`src/rtl/hazard_pkg.sv`:
```
// hazard_pkg: shared encodings and widths for the pipeline hazard controller
package hazard_pkg;
  localparam int REG_W = 3;
  localparam logic [REG_W-1:0] ZERO_REG = '0;
  localparam logic [1:0] FWD_REG = 2'b00;
  localparam logic [1:0] FWD_MEM = 2'b01;
  localparam logic [1:0] FWD_WB  = 2'b10;
  typedef enum logic [1:0] {RUN = 2'd0, DRAIN = 2'd1, HALTED = 2'd2} state_t;
endpackage

```
`src/rtl/haz_reg_match.sv`:
```
// haz_reg_match: flags a live source/destination register match, never for r0
module haz_reg_match
  import hazard_pkg::*;
(
  input  logic [REG_W-1:0] src,
  input  logic             src_used,
  input  logic [REG_W-1:0] dst,
  input  logic             dst_write,
  output logic             match
);
  assign match = src_used & dst_write & (src == dst) & (src != ZERO_REG);
endmodule

```
`src/rtl/hazard_ctrl.sv`:
```
// hazard_ctrl: stall/flush/forward control and halt-drain sequencing; HAZ_FORWARD_EN enables forwarding
module hazard_ctrl
  import hazard_pkg::*;
#(
  parameter int DRAIN_CYCLES = 4
) (
  input  logic             clock,
  input  logic             reset,
  input  logic [REG_W-1:0] id_rs,
  input  logic [REG_W-1:0] id_rt,
  input  logic             id_rs_used,
  input  logic             id_rt_used,
  input  logic [REG_W-1:0] exe_rs,
  input  logic [REG_W-1:0] exe_rt,
  input  logic [REG_W-1:0] exe_rd,
  input  logic             exe_reg_write,
  input  logic             exe_mem_read,
  input  logic             exe_branch_taken,
  input  logic [REG_W-1:0] mem_rd,
  input  logic             mem_reg_write,
  input  logic [REG_W-1:0] wb_rd,
  input  logic             wb_reg_write,
  input  logic             halt_req,
  output logic             pc_en,
  output logic             if_id_en,
  output logic             if_id_flush,
  output logic             id_exe_flush,
  output logic [1:0]       fwd_a_sel,
  output logic [1:0]       fwd_b_sel,
  output logic             halted
);
  state_t     state;
  logic [2:0] cnt;
  logic       m_rs_exe, m_rt_exe, m_rs_mem, m_rt_mem;
  logic       m_a_mem, m_a_wb, m_b_mem, m_b_wb;
  logic       stall, stall_eff;

  haz_reg_match u_rs_exe (.src(id_rs), .src_used(id_rs_used), .dst(exe_rd), .dst_write(exe_reg_write), .match(m_rs_exe));
  haz_reg_match u_rt_exe (.src(id_rt), .src_used(id_rt_used), .dst(exe_rd), .dst_write(exe_reg_write), .match(m_rt_exe));
  haz_reg_match u_rs_mem (.src(id_rs), .src_used(id_rs_used), .dst(mem_rd), .dst_write(mem_reg_write), .match(m_rs_mem));
  haz_reg_match u_rt_mem (.src(id_rt), .src_used(id_rt_used), .dst(mem_rd), .dst_write(mem_reg_write), .match(m_rt_mem));
  haz_reg_match u_a_mem  (.src(exe_rs), .src_used(1'b1), .dst(mem_rd), .dst_write(mem_reg_write), .match(m_a_mem));
  haz_reg_match u_a_wb   (.src(exe_rs), .src_used(1'b1), .dst(wb_rd), .dst_write(wb_reg_write), .match(m_a_wb));
  haz_reg_match u_b_mem  (.src(exe_rt), .src_used(1'b1), .dst(mem_rd), .dst_write(mem_reg_write), .match(m_b_mem));
  haz_reg_match u_b_wb   (.src(exe_rt), .src_used(1'b1), .dst(wb_rd), .dst_write(wb_reg_write), .match(m_b_wb));

`ifdef HAZ_FORWARD_EN
  logic unused_nofwd;
  assign unused_nofwd = m_rs_mem ^ m_rt_mem;
  assign stall     = exe_mem_read & (m_rs_exe | m_rt_exe);
  assign fwd_a_sel = m_a_mem ? FWD_MEM : m_a_wb ? FWD_WB : FWD_REG;
  assign fwd_b_sel = m_b_mem ? FWD_MEM : m_b_wb ? FWD_WB : FWD_REG;
`else
  logic unused_fwd;
  assign unused_fwd = ^{exe_mem_read, m_a_mem, m_a_wb, m_b_mem, m_b_wb};
  assign stall     = m_rs_exe | m_rt_exe | m_rs_mem | m_rt_mem;
  assign fwd_a_sel = FWD_REG;
  assign fwd_b_sel = FWD_REG;
`endif

  // a taken branch discards the stalled ID instruction, so that cycle is not a stall
  assign stall_eff = stall & !exe_branch_taken;

  // pipeline control decoded from the sequencing state and current hazards
  always_comb begin
    pc_en        = (state == RUN) ? (exe_branch_taken | !stall) : (state == DRAIN) & exe_branch_taken;
    if_id_en     = (state != HALTED) & !stall;
    if_id_flush  = (state == DRAIN) | ((state == RUN) & exe_branch_taken);
    id_exe_flush = (state == HALTED) | stall | exe_branch_taken;
    halted       = state == HALTED;
  end

  // halt/drain sequencer; drain counter only advances on non-stalled cycles
  always_ff @(posedge clock or negedge reset) begin
    if (!reset) begin
      state <= RUN;
      cnt   <= '0;
    end else begin
      case (state)
        RUN: if (halt_req) begin
          state <= DRAIN;
          cnt   <= 3'(DRAIN_CYCLES);
        end
        DRAIN: if (!stall_eff) begin
          cnt <= cnt - 3'd1;
          if (cnt == 3'd1) state <= HALTED;
        end
        HALTED: if (!halt_req) state <= RUN;
        default: state <= RUN;
      endcase
    end
  end
endmodule

```
`config.mk`:
```
export PLATFORM = sky130hd
export DESIGN_NAME = hazard_ctrl
export DESIGN_NICKNAME = d
export VERILOG_FILES = /design/src/rtl/hazard_pkg.sv /design/src/rtl/haz_reg_match.sv /design/src/rtl/hazard_ctrl.sv
export SDC_FILE = /design/constraint.sdc
export NUM_CORES = 1
export LEC_CHECK = 0
export BUFFER_PORTS_ARGS = -buffer_cell sky130_fd_sc_hd__buf_2
export CORE_MARGIN = 2
export CORE_UTILIZATION = 35
export DETAILED_ROUTE_END_ITERATION = 8
export GPL_TIMING_DRIVEN = 0
export PLACE_DENSITY = 0.82
export RECOVER_POWER = 25
export SLEW_MARGIN = 20
export SYNTH_ARGS = -nofsm -noshare
export SYNTH_HDL_FRONTEND = slang
export SYNTH_HIERARCHICAL = 1
export SYNTH_SLANG_ARGS = --single-unit
export TNS_END_PERCENT = 20
```
`constraint.sdc`:
```
create_clock -name clock -period 1.4 [get_ports clock]
set_input_delay 0 -clock clock [delete_from_list [all_inputs] [get_ports clock]]
set_output_delay 0 -clock clock [all_outputs]
set_load 0.1 [all_outputs]
```
==> flow_summary.ini <==
[outcome]
status = finished, violations left
failing_checks = negative setup slack

[clock_network]
clock_sink_count = 5
path_clk_slew_ns = 0.04
cts.htree.levels = 1
cts_buffers = 3
tritoncts = yes
clock_insertion_delay_worst_skew_ns = 0.24
cts_root_buf = sky130_fd_sc_hd__clkbuf_4
cts.repair_timing.setup_buffer_count = 0
cts_buffer_depth = 2

[worst_hold_path]
hold_class = in2async

[synthesis]
post_synth.cell_area_avg_um2 = 8.159
netlist_instances = 71
muxShareOfSynthArea_pct = 0
ys_types = 24
synth_fa_ha_area_share_pct = 4.320
synth-simple-area-share_pct = 23.54
synth_xor_area_share_pct = 12.10
ys.warnings.count = 6
synth.yosys.seq_area_share_pct = 21.60
synth.ff_latch_count = 5
synth.cell_area_um2 = 579.3
synth_top_family_by_area = compound AO/OA/AOI/OAI gates
synth_compound_area_share_pct = 27.43

[timing]
hold_violations = 0
min_period_over_period_pct = 109.1
finalSetupViolations = 3
layout_setup_ws_ns = -0.1267
fmax_ghz = 0.6550
skew_ns = 0.004199
setup_repair_after_global_routing_missed_its_margin = yes
number_of_pins_with_negative_max_slew_slack_in_the_final_report = 0
period_needed_ns = 1.527

[layout]
multiInputGateArea_um2 = 506.7
regArea_um2 = 125.1
drive_above_1_share_pct = 48.08
antenna_cells = 0
num-fill-cells = 138
post_layout_nonfiller_instances = 120
area_growth_syn_to_layout_pct = 61.77
final_net_count = 138

[critical_path]
worst_ep_arrival_time_ns = 1.53
critical_path_startpoint_category = input port
critical_path_end_type = primary output
timing.critical_path.fanout_max = 4
rr_worst_depth = 4
regToRegSetupSlack_ns = 0.04
critical_path_required_ns = 1.40
reg2reg_to = cnt[1]
r2r_start = cnt[0]
critPathKind = in2out

[drt]
routedWlPerCell_um = 12.65
drt_pass1_iterations = 4
vias_per_cell = 5.358
drt_drc_violations_left = 0
detailedRoute.firstIterationViolations = 5
drt-total-wl_um = 1518
post_detailed_route_count_of_antenna_violating_nets = 0
detailroute.via_count = 643

[flow_run]
cap_violations = 0

[grt]
grt_antenna_before_repair = 0
grt_overflow = 0
grt_max_degree = 9
global_route.usage.total_pct = 16.11
grt_first_pass_wirelength_um = 2352
first_global_vias = 586

[placed_design]
post-place-cells = 114
portbufs = 24
gp_routability_congestion = 0.8071
dpl.hpwl_um = 1151
dp_slack_ns = -0.3949

[pwr]
net-switching-power_w = 0.0007098
seq_power_share_pct = 21.8
pwr-share-comb_pct = 65.7
sw_frac_of_total_pct = 52.97
power.density_nw_per_um2 = 1430
leak_pwr_nw = 0.4141
share_clk_of_total_power_pct = 12.4
internal_power_w = 0.0006302
worst_ir_drop_vdd_mv = 0.7288

[floorplan]
starting_density_of_the_core_pct = 38.01
coreArea_um2 = 1524
die_area_um2 = 1997
io_pins = 40
fp.dieW_um = 44.69
floorplan.die.height_um = 44.69
num_rows = 14
-- area by class of cell --
| class | instances | area share [%] |
|---|---|---|
| Tap cell | 16 | 2.136 |
| Buffer | 4 | 3.204 |
| Clock buffer | 4 | 2.804 |
| Timing Repair Buffer | 26 | 21.23 |
| Multi-Input combinational cell | 57 | 54.07 |
| Inverter | 8 | 3.204 |
| Sequential cell | 5 | 13.35 |
-- synth_stat cells, drive strengths merged --
cell	number	share of area (%)
inv	8	5.2
nor2	7	4.5
dfrtp	5	22
nand2	5	3.2
buf	4	5.2
nor2b	4	4.3
nor3	4	6.9
o2111ai	4	6.0
o21ba	4	6.9
xnor2	4	6.0
xor2	4	6.0
a21oi	3	2.6
ha	2	4.3
o211ai	2	2.6
o21ai	2	1.7
o311ai	2	3.0
a2111o	1	1.9
a211oi	1	1.3
conb	1	0.65
nand4b	1	1.5
nor4	1	1.1
o21bai	1	1.3
or4	1	1.9
-- power by group through the flow --
stage / clock (W) / sequential [W] / combinational, W
after CTS: 0.000172 / 0.000295 / 0.000868
after global placement: 0 / 0.000294 / 0.000783
after global routing: 0.000185 / 0.000306 / 0.000939
final: 0.000167 / 0.000293 / 0.000881
after detailed placement: 0 / 0.000297 / 0.000808
after floorplan: 0 / 0.000273 / 0.000664
-- metrics by stage --
stage	hold WS [ns]	power (W)	utilization, %	cell area (µm²)	TNS, ns
floorplan	-0.2956	0.0009377	-	633.1	-0.6226
global placement	-0.1877	0.001077	50.74	773.2	-1.870
detailed placement	-0.1833	0.001105	50.74	773.2	-1.837
CTS	0.09361	0.001334	58.13	885.9	-0.3122
global route	0.1403	0.001429	61.49	937.1	-0.4948
finish	0.1385	0.001340	61.49	937.1	-0.3192
-- flip-flops by register name (all words and copies together), names as in the netlist --
name   count
state      2
cnt        3
-- cells by family (layout without fill, tap and decap cells) --
| logic type | after synthesis | count (layout) |
|---|---|---|
| AOI/OAI and AO/OA | 20 | 20 |
| xor gates and xnor gates | 8 | 8 |
| adders and majority gates | 2 | 2 |
| buffers and inverters | 12 | 42 |
| DFF | 5 | 5 |
| other | 1 | 4 |
| and+or+nand+nor | 23 | 23 |
-- how the worst max path moves through the flow --
stage               from            to  slack [ns]
3_3_place_gp   exe_rd[2]         pc_en       -0.44
3_5_place_dp   exe_rd[2]         pc_en       -0.39
5_1_grt         id_rs[0]  id_exe_flush       -0.17
2_1_floorplan  exe_rd[2]  id_exe_flush       -0.33
4_1_cts         id_rs[0]  id_exe_flush       -0.09
6_report        id_rs[0]  id_exe_flush       -0.13
-- worst max-delay path, stage by stage --
cell and delay, ns:
sky130_fd_sc_hd__buf_8 0.11, sky130_fd_sc_hd__o21ba_4 0.21, sky130_fd_sc_hd__nor2_2 0.14, sky130_fd_sc_hd__nor3_2 0.08, sky130_fd_sc_hd__or4_4 0.53, sky130_fd_sc_hd__nor2_4 0.21, sky130_fd_sc_hd__nand2_8 0.06, sky130_fd_sc_hd__buf_12 0.17
-- timing repair --
action                                  4_1_cts  5_1_grt
gates resized for setup                      19       12
endpoints found under the hold margin         6        0
endpoints found under the setup margin        6        5
pin swaps                                     5        8
hold buffers                                  2        0
-- layer usage --
layer,GRT usage [%],vias to the layer above,part of all wire [%]
met2,30.14,31,56
met4,3.636,0,0
li1,-,311,-
met3,4.898,0,7.3
met1,17.40,301,37
met5,0,-,0
-- cells in the final DEF (no fill, tap or decap), types with 4 or more instances in the layout --
cell type	n
sky130_fd_sc_hd__xnor2_1	4
sky130_fd_sc_hd__conb_1	4
sky130_fd_sc_hd__xor2_1	4
sky130_fd_sc_hd__dfrtp_1	5
sky130_fd_sc_hd__nand2_1	4
sky130_fd_sc_hd__buf_4	9
sky130_fd_sc_hd__inv_1	8
sky130_fd_sc_hd__buf_2	13
Note: power is estimated with default switching activity, not from simulation.
